`src/rtl/bin_a_bcd_pkg.sv`:
```
// Shared types and constants for the bin_a_bcd converter.
// State enum, default sizes and the counter-width helper.
package bin_a_bcd_pkg;

  typedef enum logic [1:0] {
    IDLE  = 2'd0,
    SHIFT = 2'd1,
    DONE  = 2'd2
  } estado_t;

  localparam int ANCHO_DEF   = 32;
  localparam int DIGITOS_DEF = 10;

  function automatic int cnt_ancho(input int ancho);
    return $clog2(ancho + 1);
  endfunction

  // 10**d > 2**n  <=>  d*log2(10) > n
  function automatic bit cabe(input int n, input int d);
    return (longint'(d) * 64'd3321928) > (longint'(n) * 64'd1000000);
  endfunction

endpackage

```
`src/rtl/bin_a_bcd_digito.sv`:
```
// One BCD digit pre-shift correction: add 3 when the digit is 5 or more.
// Purely combinational; the carry out of the nibble is discarded.
module digito_ajuste
  import bin_a_bcd_pkg::*;
(
  input  logic [3:0] dig,
  output logic [3:0] aj
);

  assign aj = (dig >= 4'd5) ? dig + 4'd3 : dig;

endmodule

```
`src/rtl/bin_a_bcd.sv`:
```
// Sequential shift-add-3 binary to packed BCD converter.
// One input bit per clock, valid/ready on both sides.
module bin_a_bcd
  import bin_a_bcd_pkg::*;
#(
  parameter int ANCHO_IN = ANCHO_DEF,
  parameter int DIGITOS  = DIGITOS_DEF
) (
  input  logic                   clk,
  input  logic                   rst_n,
  input  logic                   in_valido,
  output logic                   in_listo,
  input  logic [ANCHO_IN-1:0]    in_dato,
  output logic                   out_valido,
  input  logic                   out_listo,
  output logic [4*DIGITOS-1:0]   out_bcd,
  output logic                   ocupado
);

  localparam int CW = cnt_ancho(ANCHO_IN);
  localparam int BW = 4 * DIGITOS;

  if (!cabe(ANCHO_IN, DIGITOS)) begin : g_chk
    $error("bin_a_bcd: DIGITOS too small for ANCHO_IN");
  end

  estado_t             estado, estado_n;
  logic [CW-1:0]       cnt, cnt_n;
  logic [ANCHO_IN-1:0] bin, bin_n;
  logic [BW-1:0]       bcd, bcd_n;
  logic [BW-1:0]       bcd_aj;
  logic [BW-1:0]       out_bcd_n;
  logic                out_valido_n;

  for (genvar i = 0; i < DIGITOS; i++) begin : g_dig
    digito_ajuste u_aj (
      .dig (bcd[4*i +: 4]),
      .aj  (bcd_aj[4*i +: 4])
    );
  end

  assign in_listo = (estado == IDLE);
  assign ocupado  = (estado != IDLE);

  always_ff @(posedge clk or negedge rst_n) begin
    if (!rst_n) begin
      estado     <= IDLE;
      cnt        <= '0;
      bin        <= '0;
      bcd        <= '0;
      out_bcd    <= '0;
      out_valido <= 1'b0;
    end else begin
      estado     <= estado_n;
      cnt        <= cnt_n;
      bin        <= bin_n;
      bcd        <= bcd_n;
      out_bcd    <= out_bcd_n;
      out_valido <= out_valido_n;
    end
  end

  always_comb begin
    estado_n     = estado;
    cnt_n        = cnt;
    bin_n        = bin;
    bcd_n        = bcd;
    out_bcd_n    = out_bcd;
    out_valido_n = out_valido;
    unique case (1'b1)
      (estado == IDLE): begin
        if (in_valido) begin
          bin_n    = in_dato;
          bcd_n    = '0;
          cnt_n    = CW'(ANCHO_IN);
          estado_n = SHIFT;
        end
      end
      (estado == SHIFT): begin
        {bcd_n, bin_n} = {bcd_aj[BW-2:0], bin, 1'b0};
        cnt_n = cnt - CW'(1);
        // last bit: publish the finished digits straight from the shifter
        if (cnt == CW'(1)) begin
          out_bcd_n    = {bcd_aj[BW-2:0], bin[ANCHO_IN-1]};
          out_valido_n = 1'b1;
          estado_n     = DONE;
        end
      end
      (estado == DONE): begin
        if (out_listo) begin
          out_valido_n = 1'b0;
          estado_n     = IDLE;
        end
      end
      default: estado_n = IDLE;
    endcase
  end

endmodule

```
`config.mk`:
```
export PLATFORM = sky130hd
export DESIGN_NAME = bin_a_bcd
export DESIGN_NICKNAME = d
export VERILOG_FILES = /design/src/rtl/bin_a_bcd_pkg.sv /design/src/rtl/bin_a_bcd_digito.sv /design/src/rtl/bin_a_bcd.sv
export SDC_FILE = /design/constraint.sdc
export NUM_CORES = 1
export LEC_CHECK = 0
export CAP_MARGIN = 20
export CORE_UTILIZATION = 50
export CTS_BUF_LIST = sky130_fd_sc_hd__clkbuf_8
export DETAILED_ROUTE_END_ITERATION = 16
export PLACE_DENSITY_LB_ADDON = 0.3
export SKIP_LAST_GASP = 1
export SLEW_MARGIN = 20
export SYNTH_ARGS = -nofsm -noshare
export SYNTH_HDL_FRONTEND = slang
export SYNTH_SLANG_ARGS = --single-unit
```
`constraint.sdc`:
```
create_clock -name clk -period 3.55 [get_ports clk]
set_input_delay 0.71 -clock clk [delete_from_list [all_inputs] [get_ports clk]]
set_output_delay 0.71 -clock clk [all_outputs]
set_load 0.05 [all_outputs]
```
======== After elaboration in Yosys (flattened, before gate mapping) ========
Index checks and enable logic that the tools add are counted.
word-level totals
  bits in registers ....................... 121
  bits of input ports ..................... 36
  output and inout bits ................... 43
  logic and storage cells ................. 64
operators by class
  add/subtract/negate cells ............... 11
  $lt $le $gt $ge ......................... 10
  eq/ne operators ......................... 6
  mux-type cells .......................... 23
  reductions and logical operators ........ 8
operators with widths
  operator                                             number
  case mux 40 bit (2 select lines)                     1
  case mux 32 bit (2 select lines)                     1
  >= comparator 4 x 3 -> 1 bit, second input constant  10
  2-to-1 mux 40 bit                                    1
  adder 4 x 2 -> 4 bit, second input constant          9
  2-to-1 mux 4 bit                                     9
  2-to-1 mux 32 bit                                    1
  case mux 6 bit (2 select lines)                      1
  == test 6 x 1 -> 1 bit, second input constant        1
  2-to-1 mux 2 bit                                     3
  2-to-1 mux 6 bit                                     1
  case mux 2 bit (3 select lines)                      1
  AND reduction 3 bit                                  2
  nonzero test 2 bit                                   3
  subtractor 6 x 1 -> 6 bit, second input constant     1
  != test 2 bit, second input constant                 2
  AND reduction 2 bit                                  2
  adder 3 x 2 -> 3 bit, second input constant          1
  2-to-1 mux 3 bit                                     1
  == test 2 x 1 -> 1 bit, second input constant        1
  == test 2 bit, second input constant                 1
  logical NOT 2 bit                                    1
  2-to-1 mux 1 bit                                     2
  != test 2 x 1 -> 1 bit, second input constant        1
  case mux 1 bit (2 select lines)                      1

======== Logic depth before layout (Yosys ltp) ========
Gate-level depths: netlist of the first run.
  word-level depth ........................ 3
  depth in mapped cells ................... 6
  depth with buffers taken out ............ 6

======== Hierarchy ========
From an unflattened synthesis of the first run, not the netlist that was laid out.
second synthesis, totals
  cell total of the unflattened synthesis .. 604
  area, all modules ....................... 6034.5 um^2
by module, submodules not included
  module         times used  cells an instance  area an instance (um^2)  sequential area each (um^2)
  bin_a_bcd      1           444                5021.1                   3027.9
  digito_ajuste  10          16                 101.3                    0.0

======== Worst setup path before layout of the first run ========
OpenSTA, ideal clock, no wires.
  path type ............................... register to output
  start ................................... register estado[0]
  end ..................................... output ocupado
  arrival ................................. 1.611 ns
  required time ........................... 2.840 ns
  setup slack ............................. 1.229 ns
  stages on the path, launching flop included .. 3
  buffers on the path ..................... 0
  cell sequence ........................... dfrtp_1 > nor2_1 > inv_1
on the way
  word-level cells in the longest chain between the ends .. 1
ends and longest elaborated chain
  item                    RTL line         RTL
  start, declared         bin_a_bcd.sv:27  estado_t estado, estado_n;
  start signal, assigned  bin_a_bcd.sv:54  estado <= estado_n;
  nonzero test 2 bit      bin_a_bcd.sv:43  assign ocupado = (estado != IDLE);
  end, declared           bin_a_bcd.sv:17  output logic ocupado
Every way passes these cells.

======== Worst setup path in the final report of the first run ========
  start ................................... register estado[0]
  end ..................................... output in_listo
on the way
  word-level cells in the longest chain between the ends .. 1
ends and longest elaborated chain
  item               RTL line         RTL
  logical NOT 2 bit  bin_a_bcd.sv:42  assign in_listo = (estado == IDLE);
  end, declared      bin_a_bcd.sv:12  output logic in_listo,
Every way passes these cells.

==> results by group, run 1 <==
Worst setup path
  • Worst-path fanout max: 6
  • Type of origin of the critical path: register
  • CP peak stage delay: 0.83 ns
  • Crit-path cells: nor2_1 -> clkdlybuf4s50_1
  • Worst EP arrival: 1.93 ns
  • CP Capture Type: output port
  • Worst Path Required: 2.84 ns
  • Setup CP Type: register to output port
  • Slowest cell on crit path: clkdlybuf4s50_1

Synth
  • Share of the yosys chip area belonging to registers: 53.9%
  • Synthesized net count: 624
  • Cell Area, Synth: 5620 um^2
  • Yosys cell types: 31
  • Cells after synthesis: 566
  • YS warnings: 0
  • Synth Register Bits: 121
  • Syn_area_per_cell: 9.93 um^2

Die
  • Die ar.: 11700 um^2
  • Die span in y: 108 um
  • Core Region: 10900 um^2
  • I/O Pins: 79
  • Site Rows: 38
  • Starting density of the core: 51.6%
  • Die X: 108 um

CTS
  • Latest clock arrival within the worst-skew pair: 0.43 ns
  • Post-CTS setup buffer count: 0
  • Hold-fix buffers, CTS: 0
  • CTS sink count: 121
  • Reg clk slew, reported paths: 0.07 ns
  • CTS Buf Count: 17
  • Post-CTS sizing: 0
  • CTS tree: yes
  • CTS root buf: clkbuf_8
  • Clk buf depth: 2
  • Number of H-tree levels: 4

Min path
  • Worst Hold Class: input pin to async pin

STA
  • Clk_skew: 0.00670 ns
  • RSZ-0062 raised after global routing: false
  • Minimum hold slack: 0.246 ns
  • Pins Over Slew Limit: 0
  • Final setup fails: 0
  • Slew @ Worst Pin: 0.717 ns
  • Final Hold Vio Count: 0
  • Setup TNS: 0 ns
  • Post-route minimum period: 2.64 ns
  • Worst rel slew slack: 52.2%
  • Fmax: 379 MHz
  • Fin worst setup slack: 0.912 ns
  • Crit share post-route: 74.3%

Routing
  • Via-per-instance ratio: 5.46
  • Total iterations of the first detailed-routing run: 4
  • DRT iter0 DRCs: 203
  • Total number of vias: 4339
  • Drt drc: 0
  • Avg WL per Cell: 14.2 um
  • Remaining antenna violation count: 0
  • Routed WL: 11300 um

Global route
  • Initial antenna violation count: 0
  • GRT Total Usage: 20.8%
  • Global route overflow: 0
  • Vias in the first global route: 4176
  • Largest net degree at the start of global routing: 72
  • Global-route wire length before repair: 18900 um

Cells and area
  • Fin util: 63.8%
  • Most frequent cells in the layout: 128 x nand2_1, 121 x dfrtp_1, 77 x clkdlybuf4s50_1
  • Share of cells above drive strength 1: 7.95%
  • # nets final: 701
  • Commonest non-fill, non-tap cell in the layout: nand2_1
  • Synth-to-Final Area Change: 23.5%
  • # diodes: 0
  • Fillers: 924

Placement
  • I/O Buffers: 78
  • Final HPWL DP: 7370 um
  • Gp weighted congestion: 0.780
  • Pre-CTS setup slack: 1.18 ns

Power and ir drop
  • Maximum VDD drop: 0.896 mV
  • PwrDens: 1010 nW/um^2
  • P_leak: 3.13 nW

Run status
  • Result of the run: complete, no violations

Run
  • Max_cap viols: 0
[logic make-up after synthesis]
kind of cell	Yosys count	share of synthesized area [%]
xor gates and xnor gates	11	1.71
adders and majority gates	22	4.90
muxes	21	4.21
DFF	121	53.9
and+or+nand+nor	191	16.0
buffers and inverters	51	3.81
AOI/OAI and AO/OA	149	15.5
[power by group]
group / switching (W) / internal (W) / total [W]
Combinational: 0.00197 / 0.00129 / 0.00326
Sequential: 0.000477 / 0.00199 / 0.00246
Clock: 0.000522 / 0.000733 / 0.00125
[path summary, 6_finish.rpt]
path	startpoint	slack, ns	endpoint	cells after the start
max reg2reg	estado[1]$_DFFE_PN0P_	1.33	bcd[11]$_DFFE_PN0P_	6
min	rst_n	0.25	bcd[27]$_DFFE_PN0P_	1
max in group asynchronous	rst_n	2.58	bin[26]$_DFFE_PN0P_	2
min in group clk	bin[24]$_DFFE_PN0P_	0.48	bin[24]$_DFFE_PN0P_	2
max	estado[0]$_DFFE_PN0P_	0.91	in_listo	2
min reg2reg	bin[24]$_DFFE_PN0P_	0.48	bin[24]$_DFFE_PN0P_	2
[sequential cells by signal (all words and copies together) (netlist names)]
name        cells
bin            32
cnt             6
out_valido      1
out_bcd        40
estado          2
bcd            40
[synth_stat cells]
| library cell | count | area share (%) |
|---|---|---|
| o21ai_0 | 73 | 6.5 |
| nor2_2 | 1 | 0.11 |
| clkbuf_1 | 13 | 0.87 |
| nor3_2 | 1 | 0.18 |
| a22o_1 | 10 | 1.6 |
| and3b_1 | 1 | 0.16 |
| nand4_1 | 1 | 0.11 |
| o31ai_1 | 2 | 0.27 |
| a21oi_1 | 31 | 2.8 |
| nor3b_1 | 19 | 2.5 |
| buf_2 | 12 | 1.1 |
| inv_1 | 24 | 1.6 |
| nand2b_1 | 11 | 1.2 |
| o311ai_0 | 1 | 0.16 |
| mux2_2 | 10 | 2.0 |
| nand4b_4 | 1 | 0.42 |
| o41ai_1 | 1 | 0.16 |
| nor3_1 | 10 | 0.89 |
| nand2_1 | 128 | 8.5 |
| buf_4 | 2 | 0.27 |
| xor2_1 | 1 | 0.16 |
| ha_1 | 22 | 4.9 |
| and2b_1 | 1 | 0.13 |
| nor2_1 | 2 | 0.13 |
| xnor2_1 | 10 | 1.6 |
| nand3_1 | 13 | 1.2 |
| mux2_1 | 11 | 2.2 |
| nor3b_2 | 1 | 0.22 |
| a22oi_1 | 31 | 4.1 |
| dfrtp_1 | 121 | 54 |
| or4_1 | 1 | 0.13 |
[worst max-delay path, delay by kind of cell (launching register included)]
kind / cells / cell delay (ns)
buffers and inverters: 1 / 0.83
flip-flops: 1 / 0.46
AND/OR/NAND/NOR: 1 / 0.21
[metal layers]
| layer | vias to the layer above | part of all wire, % | wire length, um | track usage (%) |
|---|---|---|---|---|
| met4 | 0 | 1.9 | 210 | 8.71 |
| li1 | 2109 | - | - | - |
| met3 | 20 | 4.4 | 500 | 5.55 |
| met1 | 2106 | 45 | 5110 | 25.8 |
| met5 | - | 0 | 0 | 0 |
| met2 | 104 | 48 | 5450 | 34.3 |
[per-stage QoR]
step / power, W / instance area, um^2 / cells
6_report: 0.00698 / 6940 / 794
5_1_grt: 0.00749 / 6940 / 794
4_1_cts: 0.00704 / 6940 / 794
3_5_place_dp: 0.00576 / 6540 / 764
3_3_place_gp: 0.00559 / 6540 / 764
2_1_floorplan: 0.00481 / 5620 / 566
[area by class of cell]
cell class	count	area [um^2]	share of cell area [%]
Timing Repair Buffer	85	856	12.3
Clock buffer	20	275	3.97
Inverter	24	90.1	1.30
Sequential cell	121	3030	43.6
Clock inverter	10	126	1.82
Tap cell	140	175	2.52
Multi-Input combinational cell	394	2390	34.4
Power figures use the tool's default switching activity.
==> run 2, diff against run 1 <==
==> constraint.sdc (replaced) <==
create_clock -name clk -period 2.2 [get_ports clk]
set_input_delay 0.44 -clock clk [delete_from_list [all_inputs] [get_ports clk]]
set_output_delay 0.44 -clock clk [all_outputs]
set_load 0.05 [all_outputs]
==> results by group, run 2 (same netlist as run 1, synthesis figures left out) <==
Cells and area
  • Commonest non-fill, non-tap cell in the layout: nand2_1 (unchanged)
  • Fin util: 64.6% (was 63.8%)
  • Share of cells above drive strength 1: 9.37% (was 7.95%)
  • Largest registers: bcd: 40 flops, out_bcd: 40 flops, bin: 32 flops (unchanged)
  • # diodes: 0 (unchanged)
  • Most frequent cells in the layout: 128 x nand2_1, 121 x dfrtp_1, 75 x clkdlybuf4s50_1 (was 128 x nand2_1, 121 x dfrtp_1, 77 x clkdlybuf4s50_1)
  • Fillers: 884 (was 924)
  • Synth-to-Final Area Change: 25.1% (was 23.5%)
  • # nets final: 707 (was 701)

Power and ir drop
  • Switching Power: 0.00488 W (was 0.00297 W)
  • Clk pwr share: 19.0% (was 18.0%)
  • Power share of the combinational group: 46.4% (was 46.7%)
  • Switching Fraction: 42.4% (was 42.5%)
  • PwrDens: 1640 nW/um^2 (was 1010 nW/um^2)
  • Internal Pwr Total: 0.00664 W (was 0.00401 W)
  • Final Power: 0.0115 W (was 0.00698 W)
  • P_leak: 3.18 nW (was 3.13 nW)
  • Maximum VDD drop: 1.13 mV (was 0.896 mV)
  • Sequential Power Share: 34.6% (was 35.3%)

Worst setup path
  • CP peak stage delay: 0.82 ns (was 0.83 ns)
  • Type of origin of the critical path: register (unchanged)
  • CP Capture Type: output port (unchanged)
  • Slowest cell on crit path: clkdlybuf4s50_1 (unchanged)
  • Crit-path cells: clkdlybuf4s50_1 (was nor2_1 -> clkdlybuf4s50_1)
  • Worst-path fanout max: 2 (was 6)
  • Setup CP Type: register to output port (unchanged)
  • Worst EP arrival: 1.65 ns (was 1.93 ns)
  • WP buf/inv: 1 (unchanged)
  • Worst Path Required: 1.76 ns (was 2.84 ns)
  • Crit path max-delay family: buffers and inverters (unchanged)

Global route
  • Global route overflow: 0 (unchanged)
  • Largest net degree at the start of global routing: 70 (was 72)
  • Global-route wire length before repair: 19600 um (was 18900 um)
  • GRT Total Usage: 21.8% (was 20.8%)
  • Vias in the first global route: 4256 (was 4176)
  • Initial antenna violation count: 0 (unchanged)

CTS
  • CTS Buf Count: 17 (unchanged)
  • Latest clock arrival within the worst-skew pair: 0.44 ns (was 0.43 ns)
  • Number of H-tree levels: 4 (unchanged)
  • CTS tree: yes (unchanged)
  • Post-CTS setup buffer count: 0 (unchanged)
  • Hold-fix buffers, CTS: 0 (unchanged)
  • Clk buf depth: 2 (unchanged)
  • CTS sink count: 121 (unchanged)
  • CTS root buf: clkbuf_8 (unchanged)
  • Post-CTS sizing: 0 (unchanged)
  • Reg clk slew, reported paths: 0.08 ns (was 0.07 ns)

Run status
  • Result of the run: finished, violations left (was complete, no violations)
  • Violated checks: negative hold slack

STA
  • Minimum hold slack: -0.00145 ns (was 0.246 ns)
  • Final setup fails: 0 (unchanged)
  • Slew @ Worst Pin: 0.587 ns (was 0.717 ns)
  • RSZ-0062 raised after global routing: false (unchanged)
  • Fmax: 478 MHz
  • Worst rel slew slack: 60.9% (was 52.2%)
  • Clk_skew: 0.00967 ns (was 0.00670 ns)
  • Post-route minimum period: 2.09 ns
  • Pins Over Slew Limit: 0 (unchanged)
  • Setup TNS: 0 ns (unchanged)
  • Final Hold Vio Count: 2 (was 0)
  • Crit share post-route: 95.0%
  • Fin worst setup slack: 0.109 ns (was 0.912 ns)

Run
  • Max_cap viols: 0 (unchanged)

Die
  • Die ar.: 11700 um^2 (unchanged)
  • Core Region: 10900 um^2 (unchanged)
  • Site Rows: 38 (unchanged)
  • I/O Pins: 79 (unchanged)
  • Die X: 108 um (unchanged)
  • Starting density of the core: 51.6% (unchanged)
  • Die span in y: 108 um (unchanged)

Routing
  • Drt drc: 0 (unchanged)
  • Avg WL per Cell: 14.3 um (was 14.2 um)
  • Top routing layer used: met4 (unchanged)
  • Routed WL: 11500 um (was 11300 um)
  • Metal-1 WL: 5160 um (was 5110 um)
  • Metal3 WL: 562 um (was 500 um)
  • Remaining antenna violation count: 0 (unchanged)
  • Total number of vias: 4338 (was 4339)
  • Via-per-instance ratio: 5.41 (was 5.46)
  • DRT iter0 DRCs: 184 (was 203)
  • Met2 WL: 5580 um (was 5450 um)
  • Total iterations of the first detailed-routing run: 4 (unchanged)

Placement
  • Gp weighted congestion: 0.749 (was 0.780)
  • I/O Buffers: 78 (unchanged)
  • Pre-CTS setup slack: 0.361 ns (was 1.18 ns)
  • Final HPWL DP: 7650 um (was 7370 um)

Min path
  • Worst Hold Class: input pin to async pin (unchanged)
run 2: worst paths after layout:
| kind | from | slack [ns] | cells past startpoint | to |
|---|---|---|---|---|
| setup reg to reg | estado[1]$_DFFE_PN0P_ | 0.38 | 6 | bcd[27]$_DFFE_PN0P_ |
| hold reg to reg | out_bcd[15]$_DFFE_PN0P_ | 0.48 | 2 | out_bcd[15]$_DFFE_PN0P_ |
| min in group clk | out_bcd[15]$_DFFE_PN0P_ | 0.48 | 2 | out_bcd[15]$_DFFE_PN0P_ |
| max in group asynchronous | rst_n | 1.55 | 2 | bin[27]$_DFFE_PN0P_ |
| setup / recovery | out_bcd[3]$_DFFE_PN0P_ | 0.11 | 1 | out_bcd[3] |
| hold / removal | rst_n | -0.001 | 1 | out_bcd[23]$_DFFE_PN0P_ |
run 2: area by class of cell:
class	instances	area (um^2)	area share, %
Multi-Input combinational cell	394	2390	34.0
Tap cell	140	175	2.49
Sequential cell	121	3030	43.1
Inverter	24	90.1	1.28
Timing Repair Buffer	91	908	12.9
Clock buffer	19	262	3.72
Clock inverter	13	176	2.51
run 2: per-layer routing:
metal / GRT usage [%] / vias to the layer above
li1: - / 2124
met1: 27.3 / 2105
met2: 35.8 / 91
met3: 5.85 / 18
met4: 8.81 / 0
met5: 0 / -
run 2: power groups by stage:
| stage | sequential (W) | combinational (W) | clock, W |
|---|---|---|---|
| 5_1_grt | 0.00413 | 0.00590 | 0.00235 |
| 6_report | 0.00398 | 0.00534 | 0.00219 |
| 4_1_cts | 0.00399 | 0.00539 | 0.00222 |
| 3_5_place_dp | 0.00400 | 0.00535 | 0 |
| 3_3_place_gp | 0.00395 | 0.00513 | 0 |
| 2_1_floorplan | 0.00481 | 0.00295 | 0 |
run 2: stage by stage:
stage / hold slack, ns / cells / instance area, um^2
after CTS: 0.00749 / 802 / 7030
after global routing: 0.0331 / 802 / 7030
after detailed placement: 0.464 / 770 / 6590
after global placement: 0.458 / 770 / 6590
final: -0.00145 / 802 / 7030
after floorplan: 0.144 / 566 / 5620
